## src/rtl/reduce_pkg.sv

```systemverilog
// Shared types and helpers for the pipelined N-way bitwise reduction unit.
// Operator enum, identity and pairwise apply, plus tree geometry helpers.
package reduce_pkg;

  typedef enum logic [1:0] {
    OP_OR  = 2'b00,
    OP_AND = 2'b01,
    OP_XOR = 2'b10,
    OP_NOR = 2'b11
  } op_e;

  // Padding value that leaves a reduction unchanged.
  function automatic logic identity(op_e op);
    return (op == OP_AND);
  endfunction

  // NOR reduces as OR; the inversion happens once at the unit output.
  function automatic logic apply(op_e op, logic a, logic b);
    case (op)
      OP_AND:  return a & b;
      OP_XOR:  return a ^ b;
      default: return a | b;
    endcase
  endfunction

  function automatic int level_width(int width, int lvl);
    int w;
    w = width;
    for (int k = 0; k < lvl; k++) w = (w + 1) / 2;
    return w;
  endfunction

  // Bit offset of a level inside the flattened tree vector.
  function automatic int level_offset(int width, int lvl);
    int o;
    o = 0;
    for (int k = 0; k < lvl; k++) o += level_width(width, k);
    return o;
  endfunction

endpackage

```

## src/rtl/reduce_stage.sv

```systemverilog
// One registered level of the reduction tree: halves the element count,
// padding an odd element with the operator identity.
module reduce_stage
  import reduce_pkg::*;
#(
  parameter  int IN_W  = 2,
  localparam int OUT_W = (IN_W + 1) / 2
) (
  input  logic             clk,
  input  logic             rst_n,
  input  logic             en,
  input  logic             vld_p0,
  input  op_e              op_p0,
  input  logic             last_p0,
  input  logic [IN_W-1:0]  data_p0,
  output logic             vld_p1,
  output op_e              op_p1,
  output logic             last_p1,
  output logic [OUT_W-1:0] data_p1
);

  logic [2*OUT_W-1:0] padded;
  logic [OUT_W-1:0]   red;

  always_comb begin
    padded = '0;
    padded[IN_W-1:0] = data_p0;
    if ((IN_W % 2) != 0) padded[2*OUT_W-1] = identity(op_p0);
  end

  always_comb begin
    red = '0;
    for (int i = 0; i < OUT_W; i++) red[i] = apply(op_p0, padded[2*i], padded[2*i+1]);
  end

  // p0 -> p1 boundary
  always_ff @(posedge clk or negedge rst_n) begin
    if (!rst_n) begin
      vld_p1  <= 1'b0;
      op_p1   <= OP_OR;
      last_p1 <= 1'b0;
      data_p1 <= '0;
    end else if (en) begin
      vld_p1  <= vld_p0;
      op_p1   <= op_p0;
      last_p1 <= last_p0;
      data_p1 <= red;
    end
  end

endmodule

```

## src/rtl/reduce_nway_pipe.sv

```systemverilog
// Pipelined N-way bitwise reduction with multi-beat packet accumulation,
// valid/ready on both sides and a single global advance enable.
module reduce_nway_pipe
  import reduce_pkg::*;
#(
  parameter int WIDTH = 16,
  parameter int CNT_W = 8
) (
  input  logic             clk,
  input  logic             rst_n,
  input  logic             in_valid,
  output logic             in_ready,
  input  logic [WIDTH-1:0] in_data,
  input  logic [1:0]       in_op,
  input  logic             in_last,
  output logic             out_valid,
  input  logic             out_ready,
  output logic             out_data,
  output logic [1:0]       out_op,
  output logic [CNT_W-1:0] out_beats
);

  localparam int LEVELS  = $clog2(WIDTH);
  localparam int TOTAL_W = level_offset(WIDTH, LEVELS + 1);
  localparam logic [CNT_W-1:0] CNT_MAX = '1;

  logic adv;
  assign adv      = !out_valid || out_ready;
  assign in_ready = adv;

  // The whole packet reduces with its first beat's op, so resolve it at entry.
  logic first_in;
  op_e  pkt_op;
  op_e  beat_op;

  assign beat_op = first_in ? op_e'(in_op) : pkt_op;

  always_ff @(posedge clk or negedge rst_n) begin
    if (!rst_n) begin
      first_in <= 1'b1;
      pkt_op   <= OP_OR;
    end else if (in_valid && in_ready) begin
      first_in <= in_last;
      if (first_in) pkt_op <= op_e'(in_op);
    end
  end

  logic               vld_t  [LEVELS+1];
  op_e                op_t   [LEVELS+1];
  logic               last_t [LEVELS+1];
  logic [TOTAL_W-1:0] tree_data;

  assign vld_t[0]            = in_valid;
  assign op_t[0]             = beat_op;
  assign last_t[0]           = in_last;
  assign tree_data[WIDTH-1:0] = in_data;

  for (genvar l = 0; l < LEVELS; l++) begin : g_lvl
    localparam int IW = level_width(WIDTH, l);
    localparam int OW = level_width(WIDTH, l + 1);
    localparam int IO = level_offset(WIDTH, l);
    localparam int OO = level_offset(WIDTH, l + 1);

    reduce_stage #(.IN_W(IW)) u_stage (
      .clk     (clk),
      .rst_n   (rst_n),
      .en      (adv),
      .vld_p0  (vld_t[l]),
      .op_p0   (op_t[l]),
      .last_p0 (last_t[l]),
      .data_p0 (tree_data[IO+IW-1:IO]),
      .vld_p1  (vld_t[l+1]),
      .op_p1   (op_t[l+1]),
      .last_p1 (last_t[l+1]),
      .data_p1 (tree_data[OO+OW-1:OO])
    );
  end

  logic             first_acc;
  logic             acc;
  op_e              acc_op;
  logic [CNT_W-1:0] cnt;
  logic             vld_acc;

  // tree -> accumulator boundary; the accumulator doubles as the output register
  always_ff @(posedge clk or negedge rst_n) begin
    if (!rst_n) begin
      first_acc <= 1'b1;
      acc       <= 1'b0;
      acc_op    <= OP_OR;
      cnt       <= '0;
      vld_acc   <= 1'b0;
    end else if (adv) begin
      vld_acc <= vld_t[LEVELS] && last_t[LEVELS];
      if (vld_t[LEVELS]) begin
        first_acc <= last_t[LEVELS];
        if (first_acc) begin
          acc    <= tree_data[TOTAL_W-1];
          acc_op <= op_t[LEVELS];
          cnt    <= CNT_W'(1);
        end else begin
          acc <= apply(acc_op, acc, tree_data[TOTAL_W-1]);
          if (cnt != CNT_MAX) cnt <= cnt + 1'b1;
        end
      end
    end
  end

  assign out_valid = vld_acc;
  assign out_data  = (acc_op == OP_NOR) ? ~acc : acc;
  assign out_op    = acc_op;
  assign out_beats = cnt;

endmodule

```

## config.mk

```make
export PLATFORM = sky130hd
export DESIGN_NAME = reduce_nway_pipe
export DESIGN_NICKNAME = d
export VERILOG_FILES = /design/src/rtl/reduce_pkg.sv /design/src/rtl/reduce_stage.sv /design/src/rtl/reduce_nway_pipe.sv
export SDC_FILE = /design/constraint.sdc
export NUM_CORES = 1
export LEC_CHECK = 0
export ABC_AREA = 1
export BUFFER_PORTS_ARGS = -buffer_cell sky130_fd_sc_hd__buf_2
export CAP_MARGIN = 10
export CORE_MARGIN = 4
export CORE_UTILIZATION = 40
export DETAILED_ROUTE_END_ITERATION = 12
export GPL_TIMING_DRIVEN = 0
export PLACE_DENSITY = 0.56
export SLEW_MARGIN = 5
export SYNTH_ARGS = -nofsm -noshare
export SYNTH_HDL_FRONTEND = slang
export SYNTH_SLANG_ARGS = --single-unit
```

## constraint.sdc

```tcl
create_clock -name clk -period 2.05 [get_ports clk]
set_input_delay 0.3075 -clock clk [delete_from_list [all_inputs] [get_ports clk]]
set_output_delay 0.3075 -clock clk [all_outputs]
set_load 0.02 [all_outputs]
```

Yosys cells after proc, flatten, opt, wreduce, memory -nomap -nowiden
Index checks and enable logic that the tools add are counted.
{"block": "totals", "register_bits": 47}
{"block": "classes", "n_reduce_logical": 8, "n_mux": 21, "addsub": 1, "n_bitwise": 49, "eq_ne": 12}
{"op": "$pmux W1 S2", "n": 16}
{"op": "$and A1 B1 Y1", "n": 16}
{"op": "$mux W8", "n": 2}
{"op": "$or A1 B1 Y1", "n": 16}
{"op": "$xor A1 B1 Y1", "n": 16}
{"op": "$eq A2 B2 Y1 const B", "n": 6}
{"op": "$eq A2 B1 Y1 const B", "n": 5}
{"op": "$add A8 B1 Y8 const B", "n": 1}
{"op": "$ne A8 B8 Y1 const B", "n": 1}
{"op": "$reduce_and A3 Y1", "n": 2}
{"op": "$logic_and A1 B1 Y1", "n": 2}
{"op": "$mux W1", "n": 2}
{"op": "$mux W2", "n": 1}
{"op": "$reduce_and A2 Y1", "n": 1}
{"op": "$reduce_bool A2 Y1", "n": 1}
{"op": "$logic_not A1 Y1", "n": 1}
{"op": "$logic_or A1 B1 Y1", "n": 1}
{"op": "$not A1 Y1", "n": 1}

Logic depth before layout (Yosys ltp)
{"block": "depth", "depth_word": 3, "depth_mapped": 10, "depth_no_buf": 9}

Cells and area by module
A second synthesis with hierarchy kept.
{"block": "hier_totals", "cells_unflattened": 382, "area_unflattened_um2": 3015.4}
{"module": "reduce_stage at g_lvl[0].u_stage", "n_inst": 1, "cells_per_inst": 121, "area_per_inst_um2": 929.6}
{"module": "reduce_nway_pipe", "n_inst": 1, "cells_per_inst": 116, "area_per_inst_um2": 918.4}
{"module": "reduce_stage at g_lvl[1].u_stage", "n_inst": 1, "cells_per_inst": 69, "area_per_inst_um2": 544.3}
{"module": "reduce_stage at g_lvl[2].u_stage", "n_inst": 1, "cells_per_inst": 44, "area_per_inst_um2": 352.8}
{"module": "reduce_stage at g_lvl[3].u_stage", "n_inst": 1, "cells_per_inst": 32, "area_per_inst_um2": 270.3}

Worst setup path after synthesis
Ideal clock, no wire load.
{"block": "synth_timing", "path_kind": "register to register", "from": "register first_in", "to": "register g_lvl[0].u_stage.data_p1[0]", "arrival_time_ps": 1619, "stages_incl_launch_ff": 10, "n_path_buf": 1, "slack_ps": 311, "required_ps": 1930, "setup_time_ps": 120, "path_cell_list": "dfstp_2 > nand2_1 > o21ai_0 > inv_1 > ha_1 > inv_1 > clkbuf_1 > o21ai_0 > inv_1 > a21oi_1"}
{"block": "synth_via", "elab_chain_len": 3, "elab_cells_between_ends": 4, "cone_classes": "eq/ne: 2; mux: 2"}
{"element": "start: declaration", "line_no": "reduce_nway_pipe.sv:32", "source": "logic first_in;"}
{"element": "start signal: assignment", "line_no": "reduce_nway_pipe.sv:43", "source": "first_in <= in_last;"}
{"element": "$mux W2 (*)"}
{"element": "named net beat_op[1]", "line_no": "reduce_nway_pipe.sv:34", "source": "op_e beat_op;"}
{"element": "$eq A2 B2 Y1 / $eq A2 B1 Y1 (equally long branches)", "line_no": "reduce_pkg.sv:19", "source": "case (op)"}
{"element": "$pmux W1 S2 (*)", "line_no": "reduce_pkg.sv:19"}
{"element": "end signal: assignment", "line_no": "reduce_stage.sv:47", "source": "data_p1 <= red;"}
{"element": "end: declaration", "line_no": "reduce_stage.sv:19", "source": "output logic [OUT_W-1:0] data_p1"}
Mark *: on every way through the listed nets, which the timed path passes. The rest lies on a longest branch.
A chain may end at the register's enable or synchronous reset.

Final worst setup path
{"block": "layout_timing", "from": "register first_in", "to": "register g_lvl[0].u_stage.data_p1[7]"}
Same word-level chain as after synthesis.

==> flow_summary.toml <==
[timing]
drv_slew = 0
slew_headroom_pct = 28.72
finalSetupViolCount = 0
fmax_mhz = 540.3
layout_setup_ws_ns = 0.1991
max_slew.worst_pin.slew_ns = 1.069
clock_skew_ns = 0.01642
rsz0062_at_grt = "no"
min_period_over_period_pct = 90.29
setup-tns-final_ns = 0
hold_violations = 0
min_period_ns = 1.851

[layout]
final_common_cell = "inv_1"
num_antenna_cells = 0
drive_gt1_share_pct = 13.55
final_cell_mix = "inv_1, nand2_1, dfrtp_1"
nFillCells = 739
nNetsFinal = 472
area_growth_pct = 14.06

[clock_network]
cts.sinks = 47
cts_tree = "yes"
cts_max_level = 2
clock_latency_ns = 0.30
clockBufferDepth = 2
cts_setup_buffers = 0
clkTransAtPathRegs_ns = 0.10
cts_root_buf = "clkbuf_8"
numCtsBuffers = 5

[run]
cap_violations = 0

[floorplanning]
initial_core_util_pct = 40.96
die_y_um = 93.96
io_pins = 36
die_w_um = 93.96
rows = 31
die_area_um2 = 8828
core_um2 = 7214

[drt]
detail-route-antenna-nets = 0
route.detailed.drc = 0
met2_length_um = 2602
routed_wl_um = 5314
wl_met1_um = 2484
routedWlPerCell_um = 10.52
dr_total_vias = 2298
highest_layer = "met4"
wl_met3_um = 179
firstDrtPassIters = 6
via_per_inst = 4.550
drtIter0Drc = 59

[logic_synthesis]
yosysSeqAreaShare_pct = 39.88
ys_types = 19
synth_fp_nets = 430
synth_area_per_cell_um2 = 8.141
syn_area_um2 = 2955
synth_warnings = 0
syn_inst = 363
ys_ff_latch = 47

[power]
peakVddDrop_mv = 0.4003
total_leakage_power_nw = 1.849
power.total_mw = 4.495
power.density_nw_per_um2 = 1333

[global_route]
grt_pass1_wl_um = 9577
gr-total-overflow = 0
grt_pass1_vias = 2254
antenna_found_initial = 0
grt_max_degree = 48
groute.usage.overall_pct = 13.32

[placement]
place_congestion = 0.8091
io_buffers = 35
place.detailed.hpwl_um = 3999
dp_worst_setup_slack_ns = 0.06690

[worst_setup_path]
critical_path.top_delay_family = "flip-flops"
slowest_delay_ns = 0.57
r2r-start = "first_in"
r2r_slack_ns = 0.20
r2r_cells = 9
crit_path_start_kind = "flop"
worstPathMaxFanout = 10
arrival_ns = 2.04
cp_slowest_cell = "dfstp_2"
r2r-end = "g_lvl[0].u_stage.data_p1[7]"
cp_common_cell = "inv_1"
worstSetupPathType = "flop to flop"
worst_ep_required_time_ns = 2.24
crit_chain = "nand2_1, o21ai_0, inv_1, ha_1, inv_1, clkbuf_2, o21ai_0, inv_1, a21oi_1"
critPathBufInv = 4
end_kind = "flop"

[status]
status = "finished clean"

[hold_path]
min_path_type = "input pin to async pin"
## cells in the mapped netlist
master | number | area share (%)
o21ai_0 | 43 | 7.3
a21oi_1 | 23 | 3.9
nand2_2 | 1 | 0.21
a22o_1 | 15 | 4.4
inv_2 | 1 | 0.13
dfrtp_1 | 45 | 38
dfstp_2 | 2 | 1.8
ha_1 | 44 | 19
buf_2 | 3 | 0.51
nor2_4 | 1 | 0.38
inv_1 | 77 | 9.8
nor2_2 | 3 | 0.64
nand3_1 | 7 | 1.2
nand2_1 | 69 | 8.8
o21bai_1 | 1 | 0.25
clkbuf_1 | 6 | 0.76
xor2_1 | 2 | 0.59
o211ai_1 | 1 | 0.25
nor2_1 | 19 | 2.4
## cells by family after synthesis
family                   Yosys count  synth area share [%]
AO/OA/AOI/OAI                     83                 16.13
XOR/XNOR                           2                0.5928
adder cells (fa/ha/maj)           44                 18.63
buffers and inverters             87                 11.18
flip-flops                        47                 39.88
AND/OR/NAND/NOR                  100                 13.59
## registers in the layout (all words and copies together) (netlist names)
register and flops:
g_lvl.u_stage.data_p1 15, g_lvl.u_stage.op_p1 8, out_beats 8, g_lvl.u_stage.last_p1 4, g_lvl.u_stage.vld_p1 4, out_op 2
pkt_op 2, acc 1, first_acc 1, first_in 1, out_valid 1
## repair_timing
item                                    CTS  global route
endpoints found under the setup margin    0             8
hold buffers                              0             0
resized for setup                         0             2
## per-stage QoR
step | cells | cell area, µm² | util, % | hold slack (ns)
3_5_place_dp | 497 | 3254 | 45.11 | 0.4695
2_1_floorplan | 363 | 2955 | - | 0.01191
4_1_cts | 505 | 3369 | 46.70 | 0.2345
5_1_grt | 505 | 3371 | 46.72 | 0.2675
3_3_place_gp | 497 | 3254 | 45.11 | 0.4627
6_report | 505 | 3371 | 46.72 | 0.1927
## power breakdown
part	internal, mW	switching [mW]
registers	1.36	0.309
logic	0.831	1.30
clock network	0.368	0.331
total	2.56	1.94
## worst max-delay path by stage
stage	start	to	slack (ns)	cells after the start
6_report	first_in	g_lvl[0].u_stage.data_p1[7]	0.20	9
5_1_grt	first_in	g_lvl[0].u_stage.data_p1[0]	0.002	9
4_1_cts	first_in	g_lvl[0].u_stage.data_p1[7]	0.03	9
3_5_place_dp	first_in	g_lvl[0].u_stage.data_p1[7]	0.07	9
3_3_place_gp	first_in	g_lvl[0].u_stage.data_p1[7]	0.07	9
2_1_floorplan	first_in	g_lvl[0].u_stage.data_p1[0]	0.31	9
## metal layers
layer,up-vias,track usage (%)
li1,1227,-
met1,1034,15.42
met2,33,24.60
met3,4,2.564
met4,0,3.971
met5,-,0
## layout make-up
class | instances | area (µm²) | share of cell area [%]
multi-input cells | 229 | 1446 | 42.91
flip-flops and latches | 47 | 1179 | 34.97
inverters | 78 | 292.8 | 8.686
repair buffers | 35 | 175.2 | 5.197
well taps | 99 | 123.9 | 3.675
clock buffers | 5 | 68.82 | 2.042
clock inverters | 3 | 46.29 | 1.373
plain buffers | 9 | 38.79 | 1.151
(Power assumes the default switching activity.)
